`config.mk`:
```
export PLATFORM = sky130hd
export DESIGN_NAME = mem_stage_mc_flat
export DESIGN_NICKNAME = d
export VERILOG_FILES = /design/src/rtl/mem_stage_mc_if.sv /design/src/rtl/mem_stage_mc.sv /design/src/flat_wrapper.sv
export SDC_FILE = /design/constraint.sdc
export NUM_CORES = 1
export LEC_CHECK = 0
export ABC_AREA = 1
export CAP_MARGIN = 25
export CORE_MARGIN = 2
export CORE_UTILIZATION = 40
export CTS_CLUSTER_SIZE = 30
export DETAILED_ROUTE_END_ITERATION = 7
export GPL_TIMING_DRIVEN = 0
export PLACE_DENSITY = 0.76
export REMOVE_ABC_BUFFERS = 1
export SKIP_CTS_REPAIR_TIMING = 1
export SYNTH_ARGS = -nofsm -noshare
export SYNTH_HDL_FRONTEND = slang
export SYNTH_SLANG_ARGS = --single-unit
export TNS_END_PERCENT = 30
```
`constraint.sdc`:
```
create_clock -name clk -period 4.8 [get_ports clk]
set_input_delay 0.96 -clock clk [delete_from_list [all_inputs] [get_ports clk]]
set_output_delay 0.96 -clock clk [all_outputs]
set_load 0.02 [all_outputs]
```
`src/rtl/mem_stage_mc_if.sv`:
```
`default_nettype none
// ----------------------------------------------------------------------------
// mem_stage_mc_if
// Request/acknowledge memory bus between the memory stage and a
// variable-latency memory.
// Rev 1.0 - initial release
// ----------------------------------------------------------------------------
interface mem_stage_mc_if #(
  parameter int DW = 16,
  parameter int AW = 16
);
  logic          mem_req;
  logic          mem_wr;
  logic [AW-1:0] mem_addr;
  logic [DW-1:0] mem_wdata;
  logic [DW-1:0] mem_rdata;
  logic          mem_ack;

  // Stage side: issues requests, receives read data and completion
  modport master (
    output mem_req,
    output mem_wr,
    output mem_addr,
    output mem_wdata,
    input  mem_rdata,
    input  mem_ack
  );

  // Memory side
  modport slave (
    input  mem_req,
    input  mem_wr,
    input  mem_addr,
    input  mem_wdata,
    output mem_rdata,
    output mem_ack
  );
endinterface
`default_nettype wire

```
`src/rtl/mem_stage_mc.sv`:
```
`default_nettype none
// ----------------------------------------------------------------------------
// mem_stage_mc
// Multi-cycle memory stage: next-PC selection plus loads/stores against a
// variable-latency memory over req/ack, with pipeline stall, halt/dump and a
// sticky timeout error.
// Rev 1.0 - initial release
// ----------------------------------------------------------------------------
module mem_stage_mc #(
  parameter int DW       = 16,
  parameter int AW       = 16,
  parameter int MAX_WAIT = 15
) (
  input  wire           clk,
  input  wire           rst,
  input  wire           valid_in,
  input  wire           rd_en,
  input  wire           wr_en,
  input  wire           halt,
  input  wire  [AW-1:0] addr,
  input  wire  [DW-1:0] data_in,
  input  wire  [AW-1:0] in_pc,
  input  wire  [AW-1:0] adder_src,
  input  wire           brch_cnd,
  input  wire           alu_jmp,
  mem_stage_mc_if.master mem_bus,
  output logic          mem_dump,
  output logic          stall,
  output logic          valid_out,
  output logic [DW-1:0] data_out,
  output logic [AW-1:0] out_pc,
  output logic          err
);

  // Counter must be able to hold MAX_WAIT itself
  localparam int CW = (MAX_WAIT < 2) ? 1 : $clog2(MAX_WAIT + 1);
  localparam logic [CW-1:0] C_LAST_WAIT = CW'(MAX_WAIT - 1);

  typedef enum logic [1:0] {
    S_IDLE = 2'd0,
    S_BUSY = 2'd1,
    S_DONE = 2'd2,
    S_ERR  = 2'd3
  } state_t;

  state_t        state_q, state_d;
  logic [CW-1:0] cnt_q, cnt_d;
  logic          halted_q, halted_d;
  logic          wr_q, wr_d;
  logic [AW-1:0] addr_q, addr_d;
  logic [DW-1:0] wdata_q, wdata_d;
  logic [AW-1:0] pc_q, pc_d;
  logic          valid_out_q, valid_out_d;
  logic [DW-1:0] data_out_q, data_out_d;
  logic [AW-1:0] out_pc_q, out_pc_d;
  logic          dump_q, dump_d;
  logic          stall_w;

  logic [AW-1:0] next_pc_w;
  logic          access_w;

  // Next-PC select: register jump wins over a taken branch; sum wraps
  always_comb begin
    next_pc_w = in_pc;
    if (alu_jmp) begin
      next_pc_w = addr;
    end else if (brch_cnd) begin
      next_pc_w = in_pc + adder_src;
    end
  end

  // A halt takes precedence, so a halt carrying rd_en/wr_en never touches memory
  assign access_w = valid_in & (rd_en | wr_en) & ~halted_q & ~halt;

  // State register and all registered results
  always_ff @(posedge clk or negedge rst) begin
    if (!rst) begin
      state_q     <= S_IDLE;
      cnt_q       <= '0;
      halted_q    <= 1'b0;
      wr_q        <= 1'b0;
      addr_q      <= '0;
      wdata_q     <= '0;
      pc_q        <= '0;
      valid_out_q <= 1'b0;
      data_out_q  <= '0;
      out_pc_q    <= '0;
      dump_q      <= 1'b0;
    end else begin
      state_q     <= state_d;
      cnt_q       <= cnt_d;
      halted_q    <= halted_d;
      wr_q        <= wr_d;
      addr_q      <= addr_d;
      wdata_q     <= wdata_d;
      pc_q        <= pc_d;
      valid_out_q <= valid_out_d;
      data_out_q  <= data_out_d;
      out_pc_q    <= out_pc_d;
      dump_q      <= dump_d;
    end
  end

  // Next-state and stall decode; mem_rdata only reaches data_out_d
  always_comb begin
    state_d     = state_q;
    cnt_d       = cnt_q;
    halted_d    = halted_q;
    wr_d        = wr_q;
    addr_d      = addr_q;
    wdata_d     = wdata_q;
    pc_d        = pc_q;
    valid_out_d = 1'b0;
    data_out_d  = data_out_q;
    out_pc_d    = out_pc_q;
    dump_d      = 1'b0;
    stall_w     = 1'b0;

    case (state_q)
      S_IDLE: begin
        if (valid_in && !halted_q) begin
          if (halt) begin
            halted_d    = 1'b1;
            dump_d      = 1'b1;
            valid_out_d = 1'b1;
            out_pc_d    = in_pc;
          end else if (access_w) begin
            wr_d    = wr_en;
            addr_d  = addr;
            wdata_d = data_in;
            pc_d    = next_pc_w;
            cnt_d   = '0;
            stall_w = 1'b1;
            state_d = S_BUSY;
          end else begin
            valid_out_d = 1'b1;
            out_pc_d    = next_pc_w;
          end
        end
      end
      S_BUSY: begin
        stall_w = 1'b1;
        if (mem_bus.mem_ack) begin
          if (!wr_q) begin
            data_out_d = mem_bus.mem_rdata;
          end
          cnt_d       = '0;
          valid_out_d = 1'b1;
          out_pc_d    = pc_q;
          state_d     = S_DONE;
        end else begin
          cnt_d = cnt_q + CW'(1);
          if (cnt_q == C_LAST_WAIT) begin
            state_d = S_ERR;
          end
        end
      end
      S_DONE: begin
        // Instruction still at the inputs was the one just serviced
        state_d = S_IDLE;
      end
      S_ERR: begin
        stall_w = 1'b1;
      end
      default: begin
        state_d = S_IDLE;
      end
    endcase
  end

  assign mem_bus.mem_req   = (state_q == S_BUSY);
  assign mem_bus.mem_wr    = (state_q == S_BUSY) & wr_q;
  assign mem_bus.mem_addr  = addr_q;
  assign mem_bus.mem_wdata = wdata_q;

  assign mem_dump  = dump_q;
  assign stall     = stall_w;
  assign valid_out = valid_out_q;
  assign data_out  = data_out_q;
  assign out_pc    = out_pc_q;
  assign err       = (state_q == S_ERR);

endmodule
`default_nettype wire

```
`src/flat_wrapper.sv`:
```
// flat-port wrapper written by rule: the top's interface ports become plain ports
module mem_stage_mc_flat 
#(
  parameter int DW       = 16,
  parameter int AW       = 16,
  parameter int MAX_WAIT = 15
)
  (clk, rst, valid_in, rd_en, wr_en, halt, addr, data_in, in_pc, adder_src, brch_cnd, alu_jmp, mem_dump, stall, valid_out, data_out, out_pc, err, mem_bus_mem_req, mem_bus_mem_wr, mem_bus_mem_addr, mem_bus_mem_wdata, mem_bus_mem_rdata, mem_bus_mem_ack);
  mem_stage_mc_if #(.DW(DW), .AW(AW)) mem_bus_i ();
  input  wire clk;
  input  wire rst;
  input  wire valid_in;
  input  wire rd_en;
  input  wire wr_en;
  input  wire halt;
  input  wire  [AW-1:0] addr;
  input  wire  [DW-1:0] data_in;
  input  wire  [AW-1:0] in_pc;
  input  wire  [AW-1:0] adder_src;
  input  wire brch_cnd;
  input  wire alu_jmp;
  output logic mem_dump;
  output logic stall;
  output logic valid_out;
  output logic [DW-1:0] data_out;
  output logic [AW-1:0] out_pc;
  output logic err;
  output wire logic [$bits(mem_bus_i.mem_req)-1:0] mem_bus_mem_req;
  output wire logic [$bits(mem_bus_i.mem_wr)-1:0] mem_bus_mem_wr;
  output wire logic [$bits(mem_bus_i.mem_addr)-1:0] mem_bus_mem_addr;
  output wire logic [$bits(mem_bus_i.mem_wdata)-1:0] mem_bus_mem_wdata;
  input wire logic [$bits(mem_bus_i.mem_rdata)-1:0] mem_bus_mem_rdata;
  input wire logic [$bits(mem_bus_i.mem_ack)-1:0] mem_bus_mem_ack;
  assign mem_bus_mem_req = mem_bus_i.mem_req;
  assign mem_bus_mem_wr = mem_bus_i.mem_wr;
  assign mem_bus_mem_addr = mem_bus_i.mem_addr;
  assign mem_bus_mem_wdata = mem_bus_i.mem_wdata;
  assign mem_bus_i.mem_rdata = mem_bus_mem_rdata;
  assign mem_bus_i.mem_ack = mem_bus_mem_ack;
  mem_stage_mc #(.DW(DW), .AW(AW), .MAX_WAIT(MAX_WAIT)) u_core (.clk(clk), .rst(rst), .valid_in(valid_in), .rd_en(rd_en), .wr_en(wr_en), .halt(halt), .addr(addr), .data_in(data_in), .in_pc(in_pc), .adder_src(adder_src), .brch_cnd(brch_cnd), .alu_jmp(alu_jmp), .mem_bus(mem_bus_i), .mem_dump(mem_dump), .stall(stall), .valid_out(valid_out), .data_out(data_out), .out_pc(out_pc), .err(err));
endmodule
```
### Yosys cells after proc, flatten, opt, wreduce, memory -nomap -nowiden

Cells that the tools add are included.

* register bits after elaboration: 90
* word-level logic and storage cells: 73

* $add $sub $neg: 2
* equal/unequal tests: 10
* multiplexer cells: 30
* bitwise logic cells: 8
* reduce and logical (&&, ||, !) cells: 12

Operators with widths (count)
* 2-to-1 mux 16 bit: 6
* case mux 16 bit (2 select lines): 1
* adder 16 bit: 1
* 2-to-1 mux 4 bit: 4
* AND reduction 4 bit: 3
* 2-to-1 mux 1 bit: 10
* 2-to-1 mux 2 bit: 5
* case mux 4 bit (2 select lines): 1
* != test 2 x 1 -> 1 bit (second input constant): 3
* case mux 2 bit (3 select lines): 1
* AND reduction 3 bit: 2
* AND reduction 5 bit: 1
* adder 4 x 1 -> 4 bit (second input constant): 1
* AND 1 bit: 4
* equality test 2 bit (second input constant): 2
* equality test 4 bit (second input constant): 1
* case mux 1 bit (2 select lines): 2
* != test 3 x 1 -> 1 bit (second input constant): 1
* != test 3 bit (second input constant): 1
* NOT 1 bit: 3
* nonzero test 3 bit: 1
* equality test 2 x 1 -> 1 bit (second input constant): 1
* logical NOT 2 bit: 1
* != test 2 bit (second input constant): 1
* 5 further kinds: 5

### Longest topological paths before layout

Gate-level depths: netlist (run 1).

* word-level depth: 8
* gate-level depth with buffers: 16
* depth with buffers taken out: 16

### Least setup slack after synthesis (run 1)

No wires, ideal clock.

* path type: input to register
* start point: input in_pc[0]
* end point: register u_core.out_pc_q[8], in the netlist u_core.out_pc[8]
* setup time: 0.116 ns
* arrival time: 2.396 ns
* data required time: 4.684 ns
* slack: 2.287 ns
* stages: 15
* path buffers: 0
* cells stage by stage: ha_1 > fa_1 > nand2_1 > nand2_1 > and2_1 > nand2_1 > nand2_1 > xnor2_1 > nand2_1 > nand2_1 > nand2_1 > nand2_1 > nand2_1 > nand2_1 > nand2_1

* word-level cells in the longest chain between the ends: 7

RTL lines
* from (decl): RTL line flat_wrapper.sv:18 `input wire [AW-1:0] in_pc;`
* adder 16 bit: RTL line mem_stage_mc.sv:68 `next_pc_w = in_pc + adder_src;`
* 2-to-1 mux 16 bit: RTL line mem_stage_mc.sv:67 `end else if (brch_cnd) begin`
* 2-to-1 mux 16 bit: RTL line mem_stage_mc.sv:65 `if (alu_jmp) begin`
* 2-to-1 mux 16 bit: RTL line mem_stage_mc.sv:127 `end else if (access_w) begin`
* 2-to-1 mux 16 bit: RTL line mem_stage_mc.sv:122 `if (halt) begin`
* 2-to-1 mux 16 bit: RTL line mem_stage_mc.sv:121 `if (valid_in && !halted_q) begin`
* case mux 16 bit (2 select lines): RTL line mem_stage_mc.sv:119 `case (state_q)`
* to (signal assigned): RTL line mem_stage_mc.sv:99 `out_pc_q <= out_pc_d;`
* to (decl): RTL line mem_stage_mc.sv:55 `logic [AW-1:0] out_pc_q, out_pc_d;`

Every way passes these cells. The select of a mux whose other input is x is not followed.
A chain may end at the register's enable or synchronous reset.

### Worst setup path in the final report (run 1)

* start point: input halt
* end point: output stall

* word-level cells in the longest chain between the ends: 6

RTL lines
* from (decl): RTL line flat_wrapper.sv:15 `input wire halt;`
* NOT 1 bit (no source line)
* AND 1 bit: RTL line mem_stage_mc.sv:73 `assign access_w = valid_in & (rd_en | wr_en) & ~halted_q & ~halt;`
* 2-to-1 mux 1 bit: RTL line mem_stage_mc.sv:127
* 2-to-1 mux 1 bit *: RTL line mem_stage_mc.sv:122
* 2-to-1 mux 1 bit *: RTL line mem_stage_mc.sv:121
* case mux 1 bit (2 select lines) *: RTL line mem_stage_mc.sv:119
* to (decl): RTL line flat_wrapper.sv:23 `output logic stall;`

Every way passes the cells marked *; elsewhere a longest branch is shown, timed or not.

==> report_table.html, run 1 <==
<table>
<tr><th>Metric</th><th>Value</th></tr>
<tr><th colspan="2">Drt</th></tr>
<tr><td>Iter 0 DRT Violations</td><td>roughly 250</td></tr>
<tr><td>Remaining antenna violation count</td><td>0</td></tr>
<tr><td>Vias</td><td>4606</td></tr>
<tr><td>Detailed-router iteration count before antenna repair</td><td>4</td></tr>
<tr><td>Average wire length per cell after detail routing</td><td>approximately 15 um</td></tr>
<tr><td>Post-Route WL</td><td>between 10000 and 15000 um</td></tr>
<tr><td>Per-cell via count in the routed design</td><td>4.953</td></tr>
<tr><td>Residual DRC count</td><td>0</td></tr>
<tr><th colspan="2">Die</th></tr>
<tr><td>Initial Util</td><td>0.4136</td></tr>
<tr><td>I/O pin cnt</td><td>between 150 and 200</td></tr>
<tr><td>Floorplan die area</td><td>around 13000 sq um</td></tr>
<tr><td>Core ar.</td><td>12160 sq um</td></tr>
<tr><td>Placement Rows</td><td>40</td></tr>
<tr><td>Chip width</td><td>between 100 and 150 um</td></tr>
<tr><td>Die height</td><td>116.1 um</td></tr>
<tr><th colspan="2">Clocking</th></tr>
<tr><td>Clock Pin Slew Worst Setup and Hold Paths</td><td>0.06 ns</td></tr>
<tr><td>Clock tree buffer depth</td><td>2</td></tr>
<tr><td>Clock sinks</td><td>90</td></tr>
<tr><td>Clock tree from TritonCTS</td><td>done</td></tr>
<tr><td>Number of CTS-inserted buffers</td><td>9</td></tr>
<tr><td>Clock latency on the worst-skew pair</td><td>approximately 0.35 ns</td></tr>
<tr><td>Number of levels in the clock H-tree</td><td>3</td></tr>
<tr><td>Clock root buffer master</td><td>sky130_fd_sc_hd__clkbuf_16</td></tr>
<tr><th colspan="2">Global route</th></tr>
<tr><td>Largest net degree at the start of global routing</td><td>56</td></tr>
<tr><td>Overflow after GRT</td><td>0</td></tr>
<tr><td>Global-route wire length before repair</td><td>22220 um</td></tr>
<tr><td>Vias in the first global route</td><td>about 4700</td></tr>
<tr><td>Total routing usage reported by global routing</td><td>0.2145</td></tr>
<tr><td>Initial antenna violation count</td><td>0</td></tr>
<tr><th colspan="2">STA</th></tr>
<tr><td>Worst slew margin relative to its limit</td><td>0.3036</td></tr>
<tr><td>Crit path time final</td><td>4.176 ns</td></tr>
<tr><td>Setup TNS after final layout</td><td>0 ns</td></tr>
<tr><td>Unrepaired setup endpoints after global routing</td><td>no</td></tr>
<tr><td>Highest achievable clock rate</td><td>between 200 and 250 MHz</td></tr>
<tr><td>Portion of the clock cycle consumed by the worst path in the final layout</td><td>0.8699</td></tr>
<tr><td>Number of pins exceeding their max-slew limit in the final report</td><td>0</td></tr>
<tr><td>Clock Skews</td><td>between 0.005 and 0.006 ns</td></tr>
<tr><td>Final-report hold violation count</td><td>0</td></tr>
<tr><td>Transition time at the pin with the least slew margin</td><td>around 1.0 ns</td></tr>
<tr><td>Total setup violations reported at the end of the flow</td><td>0</td></tr>
<tr><th colspan="2">Yosys</th></tr>
<tr><td>Netlist cell types</td><td>37</td></tr>
<tr><td>Number of register bits inferred by synthesis</td><td>90</td></tr>
<tr><td>Post-synth ARST share</td><td>1.000</td></tr>
<tr><td>Share of the yosys chip area belonging to registers</td><td>0.4478</td></tr>
<tr><td>Gate count after technology mapping</td><td>607</td></tr>
<tr><td>Post-synth EDFFs</td><td>0</td></tr>
<tr><td>Synth warnings</td><td>0</td></tr>
<tr><td>Syn avg cell area</td><td>8.286 sq um</td></tr>
<tr><td>Top_reg_cell synth</td><td>sky130_fd_sc_hd__dfrtp_1</td></tr>
<tr><td>Cell area after synthesis</td><td>5030 sq um</td></tr>
<tr><th colspan="2">Outcome</th></tr>
<tr><td>Run status</td><td>completed</td></tr>
<tr><th colspan="2">Run</th></tr>
<tr><td>Number of max-cap violations</td><td>0</td></tr>
<tr><th colspan="2">Place</th></tr>
<tr><td>Post-detailed-placement half-perimeter wirelength</td><td>10410 um</td></tr>
<tr><td>Weighted congestion at the end of routability-driven global placement</td><td>between 0.8 and 0.9</td></tr>
<tr><td>Number of input and output port buffers inserted</td><td>about 160</td></tr>
<tr><th colspan="2">Setup path</th></tr>
<tr><td>Critical-path maximum fanout</td><td>21</td></tr>
<tr><td>Startpoint-to-endpoint class of the critical path</td><td>input port to primary output</td></tr>
<tr><td>Critical path capture point type</td><td>primary output</td></tr>
<tr><td>Crit path arrival time</td><td>between 3 and 4 ns</td></tr>
<tr><td>Required time at the worst-slack endpoint</td><td>roughly 3.8 ns</td></tr>
<tr><td>Crit start category</td><td>input port</td></tr>
<tr><th colspan="2">Min path</th></tr>
<tr><td>Type of the tightest min-delay check</td><td>register to register</td></tr>
<tr><th colspan="2">Power and ir drop</th></tr>
<tr><td>Static power due to leakage</td><td>about 3.6 nW</td></tr>
<tr><td>Internal Power</td><td>1.539 mW</td></tr>
<tr><td>Overall power consumption</td><td>between 2 and 2.5 mW</td></tr>
<tr><td>Fraction of power spent switching nets</td><td>0.3059</td></tr>
<tr><td>IR Drop Worst-Case VDD</td><td>0.2239 mV</td></tr>
<tr><td>Power density over the cells</td><td>around 310 nW/um^2</td></tr>
<tr><td>Relative contribution of sequential cells to total power</td><td>0.400</td></tr>
<tr><td>Net switching component of the power</td><td>roughly 0.68 mW</td></tr>
<tr><td>Clock network fraction of total power</td><td>0.321</td></tr>
<tr><td>Part of the total power dissipated in combinational logic</td><td>0.279</td></tr>
<tr><th colspan="2">Cells and area</th></tr>
<tr><td>Synth-to-Final Area Change</td><td>40.62%</td></tr>
<tr><td>Most frequent cells in the layout</td><td>sky130_fd_sc_hd__nand2_1 (195), sky130_fd_sc_hd__clkdlybuf4s50_1 (157), sky130_fd_sc_hd__dfrtp_1 (90), sky130_fd_sc_hd__inv_1 (65)</td></tr>
<tr><td>Nets</td><td>just under 900</td></tr>
<tr><td>Diode insertion count for antenna repair</td><td>0</td></tr>
<tr><td>Layout cell share with drive strength beyond 1</td><td>0.09580</td></tr>
<tr><td>Leading cell type in the layout, fill and taps excluded</td><td>sky130_fd_sc_hd__nand2_1</td></tr>
</table>
[power by group through the flow]
stage	logic [mW]	registers [mW]	clock network, mW
6_report	0.618	0.887	0.712
5_1_grt	0.684	0.897	0.769
4_1_cts	0.623	0.888	0.733
3_5_place_dp	0.621	0.901	0
3_3_place_gp	0.602	0.896	0
2_1_floorplan	0.231	0.972	0
[worst max-delay path, cell delays in order]
cell and delay, ns:
sky130_fd_sc_hd__clkdlybuf4s50_1 0.92, sky130_fd_sc_hd__nor3_2 0.42, sky130_fd_sc_hd__nand2_1 0.18, sky130_fd_sc_hd__nand2_1 0.13, sky130_fd_sc_hd__clkdlybuf4s50_1 0.61
[registers in the layout (all words and copies together) (netlist names), 2 cells and up]
name / count
u_core.cnt_q: 4
u_core.out_pc: 16
u_core.data_out: 16
u_core.mem_bus.mem_wdata: 16
u_core.mem_bus.mem_addr: 16
u_core.state_q: 2
u_core.pc_q: 16
[synthesized netlist by cell type, types with 4 or more instances]
cell / n / area [sq um]
sky130_fd_sc_hd__dfrtp_1: 90 / 2252
sky130_fd_sc_hd__inv_2: 4 / 15.01
sky130_fd_sc_hd__a21oi_1: 43 / 215.2
sky130_fd_sc_hd__clkbuf_1: 7 / 26.28
sky130_fd_sc_hd__mux2_2: 43 / 484.2
sky130_fd_sc_hd__buf_4: 5 / 37.54
sky130_fd_sc_hd__inv_1: 65 / 244.0
sky130_fd_sc_hd__mux2_1: 10 / 112.6
sky130_fd_sc_hd__nor3_1: 4 / 20.02
sky130_fd_sc_hd__nor2_1: 36 / 135.1
sky130_fd_sc_hd__o211ai_1: 4 / 30.03
sky130_fd_sc_hd__xnor2_1: 4 / 35.03
sky130_fd_sc_hd__ha_1: 17 / 212.7
sky130_fd_sc_hd__nand3_1: 26 / 130.1
sky130_fd_sc_hd__o21ai_0: 22 / 110.1
sky130_fd_sc_hd__buf_2: 6 / 30.03
sky130_fd_sc_hd__nand2_1: 195 / 732.0
[metrics by stage]
stage	util	setup WS (ns)	hold WS (ns)	instances	area, sq um
after floorplan	-	1.582	0.4276	585	4906
after global placement	0.5507	-0.5502	0.4408	911	6698
after detailed placement	0.5561	0.6700	0.4543	914	6763
after CTS	0.5804	0.6546	0.4710	929	7058
after global routing	0.5816	0.5075	0.4882	930	7073
final	0.5816	0.6243	0.4651	930	7073
[per-layer routing]
layer,GRT usage,up-vias,wire length (um)
li1,-,2249,-
met1,0.2463,2197,5725
met2,0.3723,143,6768
met3,0.07109,17,1151
met4,0.08254,0,237
met5,0,-,0
[cells by family after synthesis]
kind of cell               Yosys count  share of synthesized area
and+or+nand+nor                    270                     0.2152
xor gates and xnor gates             6                    0.01045
muxes                               55                     0.1226
AOI/OAI and AO/OA                   76                    0.08085
DFF                                 90                     0.4478
buffers and inverters               92                    0.07687
adders and majority gates           18                    0.04627
[final cells by class]
class	count	area [sq um]
clock buffer	11	242.7
clock inverter	4	52.55
fill	1085	5089
inverter	70	262.8
multi-input combinational	425	2396
sequential	90	2252
tap	168	210.2
timing repair buffer	162	1657
[final timing paths]
check,endpoint,cells past startpoint,startpoint,slack [ns]
setup / recovery,stall,5,halt,0.62
hold / removal,u_core.halted_q$_DFFE_PN0P_,2,u_core.halted_q$_DFFE_PN0P_,0.47
setup reg to reg,u_core.out_pc[8]$_DFFE_PN0P_,11,u_core.state_q[0]$_DFFE_PN0P_,2.27
hold reg to reg,u_core.halted_q$_DFFE_PN0P_,2,u_core.halted_q$_DFFE_PN0P_,0.47
max in group asynchronous,u_core.data_out[7]$_DFFE_PN0P_,2,rst,3.59
min in group asynchronous,u_core.pc_q[13]$_DFFE_PN0P_,1,rst,0.57
Power figures use the tool's default switching activity.
==> run 2, diff against run 1 <==
- ABC_AREA: 1 -> default
- CTS_CLUSTER_SIZE: 30 -> default
==> run 2 against run 1 <==
Net effect: via count fell by 1.2%; clock-buffer cell count is 1 higher; clock skew rose by 0.00080 ns; non-clock buffer count fell by 1; synthesized cell count decreased by 12%; critical path type unchanged.
==> report_table.html, run 2 <==
<table>
<tr><th>Metric</th><th>Value</th></tr>
<tr><th colspan="2">Yosys</th></tr>
<tr><td>Number of register bits inferred by synthesis</td><td>90 (unchanged)</td></tr>
<tr><td>Synth top area share</td><td>0.4679 (+0.02014)</td></tr>
<tr><td>Gate count after technology mapping</td><td>534 (-12%)</td></tr>
<tr><td>Post-synth EDFFs</td><td>0 (unchanged)</td></tr>
<tr><td>Share of the yosys chip area belonging to registers</td><td>0.4679 (+0.02014)</td></tr>
<tr><td>Netlist cell types</td><td>57 (+54%)</td></tr>
<tr><td>Synth warnings</td><td>0 (unchanged)</td></tr>
<tr><td>List of most frequent post-synthesis cells</td><td>sky130_fd_sc_hd__nand2_1 (148), sky130_fd_sc_hd__dfrtp_1 (90), sky130_fd_sc_hd__o21ai_0 (45)</td></tr>
<tr><td>Leading cell types by total area after synthesis</td><td>sky130_fd_sc_hd__dfrtp_1 (47%), sky130_fd_sc_hd__nand2_1 (12%), sky130_fd_sc_hd__o21ai_0 (4.7%), sky130_fd_sc_hd__ha_1 (4.4%), sky130_fd_sc_hd__mux2_2 (3.7%)</td></tr>
<tr><td>Most instantiated library cell after synthesis</td><td>sky130_fd_sc_hd__nand2_1</td></tr>
<tr><td>Top_reg_cell synth</td><td>sky130_fd_sc_hd__dfrtp_1</td></tr>
<tr><td>Syn avg cell area</td><td>9.014 sq um (+8.8%)</td></tr>
<tr><td>Leading area contributor after synthesis</td><td>sky130_fd_sc_hd__dfrtp_1</td></tr>
<tr><td>Post-synth ARST share</td><td>1.000 (unchanged)</td></tr>
<tr><td>Cell area after synthesis</td><td>4813 sq um (-4.3%)</td></tr>
<tr><th colspan="2">Drt</th></tr>
<tr><td>Per-cell via count in the routed design</td><td>5.491 (+11%)</td></tr>
<tr><td>Vias</td><td>4552 (-1.2%)</td></tr>
<tr><td>Residual DRC count</td><td>0 (unchanged)</td></tr>
<tr><td>Iter 0 DRT Violations</td><td>288 (+14%)</td></tr>
<tr><td>Detailed-router iteration count before antenna repair</td><td>6 (+2)</td></tr>
<tr><td>Average wire length per cell after detail routing</td><td>17.01 um (+14%)</td></tr>
<tr><td>Remaining antenna violation count</td><td>0 (unchanged)</td></tr>
<tr><td>Post-Route WL</td><td>14100 um (+1.6%)</td></tr>
<tr><th colspan="2">STA</th></tr>
<tr><td>Transition time at the pin with the least slew margin</td><td>1.048 ns (+0.006982 ns)</td></tr>
<tr><td>Highest achievable clock rate</td><td>235.7 MHz (-1.6%)</td></tr>
<tr><td>Crit path time final</td><td>4.244 ns (+0.06784 ns)</td></tr>
<tr><td>Unrepaired setup endpoints after global routing</td><td>no</td></tr>
<tr><td>Worst slew margin relative to its limit</td><td>0.2990 (-0.004669)</td></tr>
<tr><td>Total setup violations reported at the end of the flow</td><td>0 (unchanged)</td></tr>
<tr><td>Clock Skews</td><td>0.006383 ns (+0.0007983 ns)</td></tr>
<tr><td>Setup WS post-layout</td><td>0.5564 ns (-0.06784 ns)</td></tr>
<tr><td>Final-report hold violation count</td><td>0 (unchanged)</td></tr>
<tr><td>Portion of the clock cycle consumed by the worst path in the final layout</td><td>0.8841 (+0.01413)</td></tr>
<tr><td>Number of pins exceeding their max-slew limit in the final report</td><td>0 (unchanged)</td></tr>
<tr><td>Setup TNS after final layout</td><td>0 ns (unchanged)</td></tr>
<tr><th colspan="2">Power and ir drop</th></tr>
<tr><td>Power density over the cells</td><td>565.3 nW/um^2 (+80%)</td></tr>
<tr><td>IR Drop Worst-Case VDD</td><td>0.2829 mV (+26%)</td></tr>
<tr><td>Overall power consumption</td><td>3.890 mW (+75%)</td></tr>
<tr><td>Static power due to leakage</td><td>3.009 nW (-16%)</td></tr>
<tr><th colspan="2">Global route</th></tr>
<tr><td>Total routing usage reported by global routing</td><td>0.2208 (+0.006297)</td></tr>
<tr><td>Vias in the first global route</td><td>4554 (-2.4%)</td></tr>
<tr><td>Largest net degree at the start of global routing</td><td>65 (+16%)</td></tr>
<tr><td>Global-route wire length before repair</td><td>22560 um (+1.6%)</td></tr>
<tr><td>Initial antenna violation count</td><td>0 (unchanged)</td></tr>
<tr><td>Overflow after GRT</td><td>0 (unchanged)</td></tr>
<tr><th colspan="2">Setup path</th></tr>
<tr><td>Critical-path maximum fanout</td><td>17 (-19%)</td></tr>
<tr><td>Worst flop-to-flop path startpoint</td><td>u_core.state_q[1]$_DFFE_PN0P_</td></tr>
<tr><td>Critical path capture point type</td><td>primary output</td></tr>
<tr><td>Reg-to-reg slack, setup</td><td>1.65 ns (-0.62 ns)</td></tr>
<tr><td>Startpoint-to-endpoint class of the critical path</td><td>input port to primary output</td></tr>
<tr><td>Reg2Reg Capture Point</td><td>u_core.data_out[1]$_DFFE_PN0P_</td></tr>
<tr><td>Critical Path Sink</td><td>stall</td></tr>
<tr><td>Required time at the worst-slack endpoint</td><td>3.84 ns (about the same)</td></tr>
<tr><td>Depth of the most critical reg-to-reg path</td><td>6 (-5)</td></tr>
<tr><td>Crit path arrival time</td><td>3.28 ns (+0.06 ns)</td></tr>
<tr><td>Source of the critical timing path</td><td>halt</td></tr>
<tr><td>Crit start category</td><td>input port</td></tr>
<tr><th colspan="2">Clocking</th></tr>
<tr><td>Number of levels in the clock H-tree</td><td>3 (unchanged)</td></tr>
<tr><td>Clock sinks</td><td>90 (unchanged)</td></tr>
<tr><td>Number of CTS-inserted buffers</td><td>9 (unchanged)</td></tr>
<tr><td>Clock Pin Slew Worst Setup and Hold Paths</td><td>0.06 ns (about the same)</td></tr>
<tr><td>Clock latency on the worst-skew pair</td><td>0.35 ns (about the same)</td></tr>
<tr><td>Clock tree from TritonCTS</td><td>done</td></tr>
<tr><td>Clock root buffer master</td><td>sky130_fd_sc_hd__clkbuf_16</td></tr>
<tr><td>Clock tree buffer depth</td><td>2 (unchanged)</td></tr>
<tr><th colspan="2">Cells and area</th></tr>
<tr><td>Leading cell type in the layout, fill and taps excluded</td><td>sky130_fd_sc_hd__clkdlybuf4s50_1</td></tr>
<tr><td>Layout cell share with drive strength beyond 1</td><td>0.06891 (-0.02689)</td></tr>
<tr><td>Synth-to-Final Area Change</td><td>42.97%</td></tr>
<tr><td>Count of filler cells inserted in the layout</td><td>1063 (-2.0%)</td></tr>
<tr><td>Final std cell area, no fill</td><td>6882 sq um (-2.7%)</td></tr>
<tr><td>Utilization after layout</td><td>0.5802 (-0.001415)</td></tr>
<tr><td>Most frequent cells in the layout</td><td>sky130_fd_sc_hd__clkdlybuf4s50_1 (157), sky130_fd_sc_hd__nand2_1 (147), sky130_fd_sc_hd__dfrtp_1 (90), sky130_fd_sc_hd__o21ai_0 (45), sky130_fd_sc_hd__a21oi_1 (30)</td></tr>
<tr><td>Multi-input gate area in the final layout</td><td>2401 sq um (+0.21%)</td></tr>
<tr><td>Diode insertion count for antenna repair</td><td>0 (unchanged)</td></tr>
<tr><td>Nets</td><td>784 (-9.4%)</td></tr>
<tr><td>Footprint of the flip-flops and latches</td><td>2252 sq um (unchanged)</td></tr>
<tr><th colspan="2">Die</th></tr>
<tr><td>Placement Rows</td><td>40 (unchanged)</td></tr>
<tr><td>Chip width</td><td>113.7 um (-2.1%)</td></tr>
<tr><td>Floorplan die area</td><td>12930 sq um (-4.2%)</td></tr>
<tr><td>Die height</td><td>113.7 um (-2.1%)</td></tr>
<tr><td>Initial Util</td><td>0.4058 (-0.007779)</td></tr>
<tr><td>I/O pin cnt</td><td>159 (unchanged)</td></tr>
<tr><td>Core ar.</td><td>11860 sq um (-2.5%)</td></tr>
<tr><th colspan="2">Outcome</th></tr>
<tr><td>Run status</td><td>completed</td></tr>
<tr><th colspan="2">Place</th></tr>
<tr><td>Weighted congestion at the end of routability-driven global placement</td><td>0.8555 (+1.9%)</td></tr>
<tr><td>Post-detailed-placement half-perimeter wirelength</td><td>10010 um (-3.8%)</td></tr>
<tr><td>DP Worst Slack</td><td>0.5753 ns (-0.09468 ns)</td></tr>
<tr><td>Number of input and output port buffers inserted</td><td>158 (unchanged)</td></tr>
<tr><td>Total cell area at the placement stage</td><td>6513 sq um (-3.7%)</td></tr>
<tr><th colspan="2">Min path</th></tr>
<tr><td>Type of the tightest min-delay check</td><td>register to register</td></tr>
<tr><td>Worst hold path stage count</td><td>2 (unchanged)</td></tr>
<tr><th colspan="2">Run</th></tr>
<tr><td>Number of max-cap violations</td><td>0 (unchanged)</td></tr>
</table>
[run 2: critical path, cell delays in order]
cell and delay [ns]:
sky130_fd_sc_hd__clkdlybuf4s50_1 0.78, sky130_fd_sc_hd__nor3b_1 0.68, sky130_fd_sc_hd__a21o_1 0.24, sky130_fd_sc_hd__clkdlybuf4s50_1 0.61
[run 2: logic make-up (layout without fill, tap and decap cells)]
group / count (synthesis) / after routing / synth area share
AND/OR/NAND/NOR: 211 / 211 / 0.1846
AO/OA/AOI/OAI: 142 / 142 / 0.1981
flip-flops: 90 / 90 / 0.4679
buffers and inverters: 42 / 190 / 0.03509
multiplexers: 21 / 21 / 0.04783
adder cells (fa/ha/maj): 18 / 18 / 0.04835
XOR/XNOR: 10 / 10 / 0.01820
[run 2: power by group]
group	total, mW	internal, mW	switching (mW)
Sequential	1.31	1.11	0.197
Combinational	1.75	0.820	0.929
Clock	0.834	0.537	0.296
[run 2: per-stage QoR]
| step | cells | hold slack (ns) |
|---|---|---|
| after floorplan | 505 | 0.4403 |
| after global placement | 810 | 0.4565 |
| after detailed placement | 812 | 0.4609 |
| after CTS | 828 | 0.4771 |
| after global routing | 829 | 0.4951 |
| final | 829 | 0.4711 |
[run 2: worst min path at each step]
| stage | start | end | slack, ns |
|---|---|---|---|
| 2_1_floorplan | u_core.halted_q$_DFFE_PN0P_ | u_core.halted_q$_DFFE_PN0P_ | 0.44 |
| 3_3_place_gp | u_core.halted_q$_DFFE_PN0P_ | u_core.halted_q$_DFFE_PN0P_ | 0.46 |
| 3_5_place_dp | u_core.mem_bus.mem_addr[14]$_DFFE_PN0P_ | u_core.mem_bus.mem_addr[14]$_DFFE_PN0P_ | 0.46 |
| 4_1_cts | u_core.mem_bus.mem_addr[14]$_DFFE_PN0P_ | u_core.mem_bus.mem_addr[14]$_DFFE_PN0P_ | 0.48 |
| 5_1_grt | u_core.mem_bus.mem_addr[13]$_DFFE_PN0P_ | u_core.mem_bus.mem_addr[13]$_DFFE_PN0P_ | 0.50 |
| 6_report | u_core.mem_bus.mem_addr[14]$_DFFE_PN0P_ | u_core.mem_bus.mem_addr[14]$_DFFE_PN0P_ | 0.47 |
[run 2: area by class of cell]
class	instances	area share
multi-input cells	402	0.3489
flip-flops and latches	90	0.3273
repair buffers	161	0.2385
clock buffers	12	0.03727
well taps	147	0.02673
clock inverters	4	0.01418
inverters	13	0.007091
[run 2: layer usage]
layer	GRT usage	vias up	routed length, um
li1	-	2157	-
met1	0.2861	2204	5948
met2	0.3772	179	7041
met3	0.03879	12	945
met4	0.07154	0	163
met5	0	-	0
==> run 3, diff against run 2 <==
- CORE_MARGIN: 2 -> default
- SKIP_LAST_GASP: default -> 1
- clock period: 4.8 -> 4.35 ns (I/O delays scaled with it)
==> run 3 against run 2 <==
Net effect: the flow now finishes with violations (DRC); critical path type unchanged; critical endpoint unchanged; non-clock buffer count stayed put; largest power group unchanged; core utilization is 0.96 points higher; via count is 1.1% higher; sequential power is 9.9% higher; clock skew hardly changed; first-iteration DRC count is 0.35% lower.
==> report_table.html, run 3 (synthesis results as in run 2) <==
<table>
<tr><th>Metric</th><th>Value</th></tr>
<tr><th colspan="2">Outcome</th></tr>
<tr><td>Run status</td><td>finished, violations left</td></tr>
<tr><td>Violated checks</td><td>DRC</td></tr>
<tr><th colspan="2">Power and ir drop</th></tr>
<tr><td>Internal Power</td><td>2.555 mW (+3.6%)</td></tr>
<tr><td>Net switching component of the power</td><td>1.601 mW (+13%)</td></tr>
<tr><td>Relative contribution of sequential cells to total power</td><td>0.347 (+0.011)</td></tr>
<tr><td>Static power due to leakage</td><td>2.984 nW (-0.82%)</td></tr>
<tr><td>Overall power consumption</td><td>4.157 mW (+6.9%)</td></tr>
<tr><td>IR Drop Worst-Case VDD</td><td>0.3015 mV (+6.6%)</td></tr>
<tr><td>Power density over the cells</td><td>609.4 nW/um^2 (+7.8%)</td></tr>
<tr><td>Part of the total power dissipated in combinational logic</td><td>0.464 (+0.014)</td></tr>
<tr><td>Clock network fraction of total power</td><td>0.189 (-0.025)</td></tr>
<tr><td>Fraction of power spent switching nets</td><td>0.3852 (+0.01953)</td></tr>
<tr><th colspan="2">Clocking</th></tr>
<tr><td>Clock tree buffer depth</td><td>2 (unchanged)</td></tr>
<tr><td>Clock sinks</td><td>90 (unchanged)</td></tr>
<tr><td>Clock tree from TritonCTS</td><td>done</td></tr>
<tr><td>Clock root buffer master</td><td>sky130_fd_sc_hd__clkbuf_16</td></tr>
<tr><td>Clock Pin Slew Worst Setup and Hold Paths</td><td>0.07 ns (about the same)</td></tr>
<tr><td>Number of levels in the clock H-tree</td><td>3 (unchanged)</td></tr>
<tr><td>Number of CTS-inserted buffers</td><td>9 (unchanged)</td></tr>
<tr><td>Clock latency on the worst-skew pair</td><td>0.35 ns (about the same)</td></tr>
<tr><th colspan="2">Setup path</th></tr>
<tr><td>Depth of the most critical reg-to-reg path</td><td>6 (unchanged)</td></tr>
<tr><td>Reg2Reg Capture Point</td><td>u_core.data_out[12]$_DFFE_PN0P_</td></tr>
<tr><td>Max stage delay cell, worst path</td><td>sky130_fd_sc_hd__clkdlybuf4s50_1</td></tr>
<tr><td>Worst flop-to-flop path startpoint</td><td>u_core.state_q[1]$_DFFE_PN0P_</td></tr>
<tr><td>Crit-path cells</td><td>clkdlybuf4s50_1, nor3b_1, a21o_1, clkdlybuf4s50_1</td></tr>
<tr><td>Crit start category</td><td>input port</td></tr>
<tr><td>Crit path arrival time</td><td>3.20 ns (-0.08 ns)</td></tr>
<tr><td>Critical-path maximum fanout</td><td>17 (unchanged)</td></tr>
<tr><td>CP peak stage delay</td><td>0.75 ns (-0.03 ns)</td></tr>
<tr><td>Cell repeated most along the worst path</td><td>sky130_fd_sc_hd__clkdlybuf4s50_1</td></tr>
<tr><td>Critical path capture point type</td><td>primary output</td></tr>
<tr><td>Startpoint-to-endpoint class of the critical path</td><td>input port to primary output</td></tr>
<tr><td>Required time at the worst-slack endpoint</td><td>3.48 ns (-0.36 ns)</td></tr>
<tr><td>Reg-to-reg slack, setup</td><td>1.12 ns (-0.53 ns)</td></tr>
<tr><th colspan="2">Die</th></tr>
<tr><td>Core ar.</td><td>11560 sq um (-2.5%)</td></tr>
<tr><td>Die height</td><td>111.7 um (-1.8%)</td></tr>
<tr><td>Floorplan die area</td><td>12480 sq um (-3.5%)</td></tr>
<tr><td>Chip width</td><td>111.7 um (-1.8%)</td></tr>
<tr><td>Placement Rows</td><td>39 (-2.5%)</td></tr>
<tr><td>I/O pin cnt</td><td>159 (unchanged)</td></tr>
<tr><td>Initial Util</td><td>0.4162 (+0.01041)</td></tr>
<tr><th colspan="2">Min path</th></tr>
<tr><td>Type of the tightest min-delay check</td><td>register to register</td></tr>
<tr><td>Worst hold endpoint</td><td>u_core.mem_bus.mem_wdata[13]$_DFFE_PN0P_</td></tr>
<tr><td>Start point of the worst hold path</td><td>u_core.mem_bus.mem_wdata[13]$_DFFE_PN0P_</td></tr>
<tr><td>Worst hold path stage count</td><td>2 (unchanged)</td></tr>
<tr><th colspan="2">Drt</th></tr>
<tr><td>Detailed-router iteration count before antenna repair</td><td>7 (+1)</td></tr>
<tr><td>Remaining antenna violation count</td><td>0 (unchanged)</td></tr>
<tr><td>Per-cell via count in the routed design</td><td>5.581 (+1.6%)</td></tr>
<tr><td>Average wire length per cell after detail routing</td><td>16.96 um (-0.28%)</td></tr>
<tr><td>Vias</td><td>4604 (+1.1%)</td></tr>
<tr><td>Residual DRC count</td><td>10 (+10)</td></tr>
<tr><td>Iter 0 DRT Violations</td><td>287 (-0.35%)</td></tr>
<tr><td>Post-Route WL</td><td>13990 um (-0.76%)</td></tr>
<tr><th colspan="2">Cells and area</th></tr>
<tr><td>Nets</td><td>784 (unchanged)</td></tr>
<tr><td>Leading cell type in the layout, fill and taps excluded</td><td>sky130_fd_sc_hd__clkdlybuf4s50_1</td></tr>
<tr><td>Most frequent cells in the layout</td><td>sky130_fd_sc_hd__clkdlybuf4s50_1 (157), sky130_fd_sc_hd__nand2_1 (147), sky130_fd_sc_hd__dfrtp_1 (90), sky130_fd_sc_hd__o21ai_0 (45), sky130_fd_sc_hd__a21oi_1 (30)</td></tr>
<tr><td>Layout cell share with drive strength beyond 1</td><td>0.07038 (+0.001466)</td></tr>
<tr><td>Utilization after layout</td><td>0.5897 (+0.009575)</td></tr>
<tr><td>Count of filler cells inserted in the layout</td><td>1006 (-5.4%)</td></tr>
<tr><td>Synth-to-Final Area Change</td><td>41.69%</td></tr>
<tr><td>Diode insertion count for antenna repair</td><td>0 (unchanged)</td></tr>
<tr><td>Count of placed standard cells in the final layout, fillers left out</td><td>825 (-0.48%)</td></tr>
<tr><th colspan="2">Global route</th></tr>
<tr><td>Vias in the first global route</td><td>4709 (+3.4%)</td></tr>
<tr><td>Total routing usage reported by global routing</td><td>0.2362 (+0.01539)</td></tr>
<tr><td>Largest net degree at the start of global routing</td><td>48 (-26%)</td></tr>
<tr><td>Met3 routing resource usage after global routing</td><td>0.04409 (+0.005305)</td></tr>
<tr><td>Initial antenna violation count</td><td>0 (unchanged)</td></tr>
<tr><td>Top Usage Layer GRT</td><td>met2</td></tr>
<tr><td>Global-route wire length before repair</td><td>23370 um (+3.6%)</td></tr>
<tr><td>GRT met1 Usage</td><td>0.3088 (+0.02272)</td></tr>
<tr><td>Overflow after GRT</td><td>0 (unchanged)</td></tr>
<tr><td>Met2 GRT Util</td><td>0.3834 (+0.006191)</td></tr>
<tr><th colspan="2">Place</th></tr>
<tr><td>Placed cell count</td><td>808 (-0.49%)</td></tr>
<tr><td>Post-detailed-placement half-perimeter wirelength</td><td>9913 um (-0.97%)</td></tr>
<tr><td>Weighted congestion at the end of routability-driven global placement</td><td>0.8746 (+2.2%)</td></tr>
<tr><td>Number of input and output port buffers inserted</td><td>158 (unchanged)</td></tr>
<tr><th colspan="2">STA</th></tr>
<tr><td>Number of pins exceeding their max-slew limit in the final report</td><td>0 (unchanged)</td></tr>
<tr><td>Worst slew margin relative to its limit</td><td>0.3199 (+0.02097)</td></tr>
<tr><td>Setup TNS after final layout</td><td>0 ns (unchanged)</td></tr>
<tr><td>Total setup violations reported at the end of the flow</td><td>0 (unchanged)</td></tr>
<tr><td>Portion of the clock cycle consumed by the worst path in the final layout</td><td>0.9345</td></tr>
<tr><td>Clock Skews</td><td>0.006122 ns (-0.0002610 ns)</td></tr>
<tr><td>Transition time at the pin with the least slew margin</td><td>1.017 ns (-0.03135 ns)</td></tr>
<tr><td>Crit path time final</td><td>just over 4 ns</td></tr>
<tr><td>Unrepaired setup endpoints after global routing</td><td>no</td></tr>
<tr><td>Highest achievable clock rate</td><td>about 250 MHz</td></tr>
<tr><td>Worst hold-check slack</td><td>0.4728 ns (+0.001628 ns)</td></tr>
<tr><td>Final-report hold violation count</td><td>0 (unchanged)</td></tr>
<tr><th colspan="2">Run</th></tr>
<tr><td>Number of max-cap violations</td><td>0 (unchanged)</td></tr>
</table>
## run 3: cell types whose count changed in the layout (fill, tap and decap cells not counted), sizes merged
cell    previous run  this run
bufinv             3         0
clkinv             0         2
inv               13        15
clkbuf            12        11
## run 3: stage by stage
stage	instance area [sq um]	setup slack (ns)
floorplan	4693	1.387
global placement	6454	-0.8672
detailed placement	6507	0.3181
CTS	6805	0.3044
global route	6820	0.1595
finish	6820	0.2848
## run 3: per-layer routing
| layer | vias up | wire, um |
|---|---|---|
| li1 | 2159 | - |
| met1 | 2227 | 5975 |
| met2 | 191 | 6678 |
| met3 | 27 | 1024 |
| met4 | 0 | 313 |
| met5 | - | 0 |
## run 3: layout make-up
cell class,count,area [sq um],area share
well taps,143,178.9,0.02623
clock buffers,11,252.7,0.03706
flip-flops and latches,90,2252,0.3302
multi-input cells,402,2401,0.3520
clock inverters,5,45.04,0.006604
inverters,13,48.80,0.007155
repair buffers,161,1642,0.2407
## run 3: power by group through the flow
stage | logic, mW | clock network, mW | registers, mW
after floorplan | 0.657 | 0 | 1.78
after global placement | 1.87 | 0 | 1.43
after detailed placement | 1.93 | 0 | 1.46
after CTS | 1.94 | 0.799 | 1.44
after global routing | 2.08 | 0.835 | 1.50
final | 1.93 | 0.785 | 1.44
## run 3: how the worst max path moves through the flow
stage,endpoint,depth (start not counted),from,slack (ns)
after floorplan,u_core.out_pc[14]$_DFFE_PN0P_,8,in_pc[0],1.39
after global placement,u_core.mem_bus.mem_wdata[6]$_DFFE_PN0P_,1,rst,-0.87
after detailed placement,stall,4,halt,0.32
after CTS,stall,4,halt,0.30
after global routing,stall,4,halt,0.16
final,stall,4,halt,0.28
## run 3: critical path, delay by kind of cell
kind,cells,cell delay (ns)
AND/OR/NAND/NOR,1,0.71
buffers and inverters,2,1.37
AO/OA/AOI/OAI,1,0.24
==> edit 1 (flow settings as in run 1) <==
Re-encode `state_t` (4 states) as Gray code, 2 bits wide.
--- a/src/rtl/mem_stage_mc.sv
+++ b/src/rtl/mem_stage_mc.sv
@@ -39,6 +39,6 @@
   typedef enum logic [1:0] {
-    S_IDLE = 2'd0,
-    S_BUSY = 2'd1,
-    S_DONE = 2'd2,
-    S_ERR  = 2'd3
+    S_IDLE = 2'b00,
+    S_BUSY = 2'b01,
+    S_DONE = 2'b11,
+    S_ERR  = 2'b10
   } state_t;
Formal check against the unedited RTL: no difference found for any inputs over 4 cycles, from zero or initial values and one cycle with rst low; so few cycles prove little.
==> edit 1 against run 1 <==
  * Fmax fell by 7.0%
  * Routed wire length decreased by 0.16%
  * Sequential cell count stayed put
  * Design area increased by 2.8%
  * Sequential share of layout area shrank 0.88 points
  * Die area up 3.4%
  * Clock skew about the same
  * Non-clock buffer count unchanged
  * Setup slack got worse by 0.31 ns
  * Area after synthesis grew 3.6%
  * First-iteration DRC count down 0.40%
Power is not compared: it rests on default switching activity, and its combinational part moved more than twofold at a synthesized area within 25%.
==> edit 1: results (changes against run 1) <==
[sta]
worst_pin_slew_ns = 1.06  ; +0.0190 ns
whs_ns = 0.470  ; +0.00484 ns
clock_skew_ns = 0.00544  ; -0.000143 ns

[synth]
seq_area_frac_synth = 0.432  ; -0.0154
syn_inst = 701  ; +15%
synth_area_leaders = dfrtp_1, nand2_1, ha_1
yosys.area_share.adder = 0.0567  ; +0.0104
synth_xor_area_frac = 0.0101  ; -0.000359
yosys-mux-area-fraction = 0.0346  ; -0.0880
synth_top_cell_area_share = 0.432  ; -0.0154
synth_cell_type_count = 38  ; +2.7%
synth_common_cells = nand2_1, dfrtp_1, inv_1, a21oi_1, nor2_1

[setup_path]
crit_fanout = 43  ; +100%
critPathMaxStageDelay_ns = 0.62  ; -0.30 ns
rr_worst_depth = 10  ; -1
worst_ep_arrival_time_ns = 3.53  ; +0.31 ns
worstReg2RegEnd = u_core.out_pc[6]$_DFFE_PN0P_
rrSetupSlack_ns = 1.71  ; -0.56 ns

[final_layout]
clock_cell_area_share = 0.0461  ; +0.00436
fin_nets = 959  ; +11%
layout-drive-gt1-share = 0.0704  ; -0.0254
inverters = 69  ; -1.4%
num-multi-input-gates = 515  ; +21%
layout.nonclk_buf_frac = 0.231  ; -0.00369
seq_cell_count = 90  ; unchanged
clkbuf_count = 10  ; -1
multi_input_area_share = 0.348  ; +0.00925
sh_seq_area = 0.310  ; -0.00876

[floorplanning]
die_w_um = 118  ; +1.7%

[placement]
place_ws_ns = -0.686  ; -1.36 ns
hpwl_um = 9930  ; -4.6%
placed_cell_area_sq_um = 6910  ; +2.2%
dp.cells = 1007  ; +10%

[routing]
drt_pass1_iterations = 5  ; +1
met2_length_um = 6220  ; -8.1%
routedWlPerCell_um = 13.5  ; -9.3%
viasPerCell = 4.79  ; -3.2%
met1_length_um = 6390  ; +12%

[global_route]
grt_pass1_vias = 4760  ; +2.0%
grt_pass1_wl_um = 23200  ; +4.3%
gr-usage-all-layers = 0.205  ; -0.00905
grt_max_degree = 64  ; +14%

[min_path]
hold_start = u_core.mem_bus.mem_addr[7]$_DFFE_PN0P_
hold-path-endpoint = u_core.mem_bus.mem_addr[7]$_DFFE_PN0P_

[run_status]
status = finished clean

edit 1: cell types whose count changed in the layout (fill, tap and decap cells not counted), moves of 5 or more:
cell | run 1 | this run
mux2_1 | 10 | 0
ha_1 | 17 | 22
o21ai_0 | 22 | 29
nand2_1 | 195 | 304
mux2_2 | 43 | 16
edit 1: routing by layer:
metal | GRT usage | vias to the layer above
met5 | 0 | -
met4 | 0.0851 | 0
met3 | 0.0417 | 29
met2 | 0.322 | 169
met1 | 0.276 | 2220
li1 | - | 2492
edit 1: how the worst max path moves through the flow:
stage | slack (ns) | start | end | cells past startpoint
after global placement | -2.70 | halt | stall | 7
after CTS | -0.71 | halt | stall | 7
after global routing | 0.1 | halt | stall | 7
after detailed placement | -0.69 | halt | stall | 7
after floorplan | 0.49 | halt | stall | 5
final | 0.31 | halt | stall | 7
edit 1: critical path, delay by kind of cell:
kind,cells,cell delay [ns]
buffers and inverters,4,1.64
and+or+nand+nor,1,0.48
AOI/OAI and AO/OA,2,0.42
==> edit 2 (flow settings as in run 1) <==
Without the edit above. `MAX_WAIT` is set to 15 in 2 places; all go to 30.
--- a/src/rtl/mem_stage_mc.sv
+++ b/src/rtl/mem_stage_mc.sv
@@ -11,3 +11,3 @@
   parameter int AW       = 16,
-  parameter int MAX_WAIT = 15
+  parameter int MAX_WAIT = 30
 ) (
--- a/src/flat_wrapper.sv
+++ b/src/flat_wrapper.sv
@@ -5,3 +5,3 @@
   parameter int AW       = 16,
-  parameter int MAX_WAIT = 15
+  parameter int MAX_WAIT = 30
 )
Check against the original RTL: same outputs for any inputs over 4 cycles, from zero or initial values and one cycle with rst low; that may be too few to reach the edited logic, so the function may still have changed.
==> edit 2 against run 1 <==
  * Area after synthesis is 2.8% higher
  * Design area is 1.8% higher
  * Sequential cell count is 1 higher
  * Die area is 2.7% higher
  * Setup slack better by 0.030 ns
  * Routed wire length is 4.3% lower
  * Total power is 1.2% higher
  * Non-clock buffer count is 2 lower
==> edit 2: results (changes against run 1) <==
[power]
p_int_mw = 1.54  ; -0.26%
seq_power_share = 0.395  ; -0.005
p_leak_nw = 3.74  ; +4.4%
ir_worst_vdd_uv = 149  ; -33%
comb_power_mw = 0.609  ; -1%

[synth]
seq_area_frac_synth = 0.441  ; -0.00719
syn_inst = 695  ; +14%
synth_area_leaders = dfrtp_1, nand2_1, inv_1
synth_cell_type_count = 33  ; -11%

[routing]
drt_iter0_drc = 373  ; +48%
viasPerCell = 4.66  ; -5.9%
routedWlPerCell_um = 13.1  ; -12%
drt_pass1_iterations = 5  ; +1
routed_wl_um = 13300  ; -4.3%

[placement]
place_ws_ns = 0.680  ; +0.0101 ns
gp_congestion = 0.858  ; +2.2%
placed_cell_area_sq_um = 6890  ; +1.9%
hpwl_um = 9590  ; -7.8%

[clock_tree]
clkTransAtPathRegs_ns = 0.07

[final_layout]
fin_nets = 947  ; +9.5%
layout-drive-gt1-share = 0.0568  ; -0.0390

[min_path]
min_path_type = reg -> reg

[global_route]
grt_max_degree = 67  ; +20%
grt_pass1_wl_um = 22600  ; +1.8%
grt_pass1_vias = 4571  ; -2.1%
gr-usage-all-layers = 0.199  ; -0.0150

[setup_path]
worst_ep_arrival_time_ns = 3.19  ; -0.03 ns

[sta]
relSlewSlack = 0.345  ; +0.0412
clock_skew_ns = 0.00874  ; +0.00316 ns

[run_status]
status = finished clean

## edit 2: cell count changes in the layout (fill, tap and decap cells not counted), sizes merged, moves of 3 or more
cell          run 1  this run
inv              69        77
mux2             53        16
nand2           196       295
nor2             39        44
o21ai            25        36
o22ai             0         3
## edit 2: logic make-up after synthesis
logic type	after synthesis	synth area share
simple gates	376	0.290
mux	16	0.0421
compound gates	87	0.0908
buf+inv	101	0.0809
flops	91	0.441
fa+ha+maj	18	0.0450
xor+xnor	6	0.0102
## edit 2: final cells by class
type	count	area, sq um
Multi-Input combinational cell	503	2490
Sequential cell	91	2280
Inverter	75	282
Clock buffer	9	225
Fill cell	1224	5420
Timing Repair Buffer	160	1630
Tap cell	172	215
Clock inverter	7	87.6
## edit 2: worst paths after layout
check                                                        startpoint                                       end  slack (ns)  depth (start not counted)
worst max-delay path                                               halt                                     stall        0.65                          5
worst min-delay path            u_core.mem_bus.mem_addr[11]$_DFFE_PN0P_   u_core.mem_bus.mem_addr[11]$_DFFE_PN0P_        0.47                          2
worst max register to register            u_core.state_q[1]$_DFFE_PN0P_            u_core.data_out[9]$_DFFE_PN0P_        2.60                          5
worst min register to register  u_core.mem_bus.mem_addr[11]$_DFFE_PN0P_   u_core.mem_bus.mem_addr[11]$_DFFE_PN0P_        0.47                          2
max in group asynchronous                                           rst  u_core.mem_bus.mem_wdata[12]$_DFFE_PN0P_        3.62                          2
min in group asynchronous                                           rst                u_core.valid_out$_DFF_PN0_        0.53                          1
## edit 2: metal layers
layer | GRT usage | wire length (um)
met5 | 0 | 0
met1 | 0.274 | 6320
met2 | 0.324 | 6060
met4 | 0.0565 | 144
met3 | 0.0344 | 759
## edit 2: critical path: stages
cell and delay, ns:
clkdlybuf4s50_1 0.90, nor3_1 0.42, nand2_1 0.19, nand2_1 0.09
clkdlybuf4s50_1 0.62
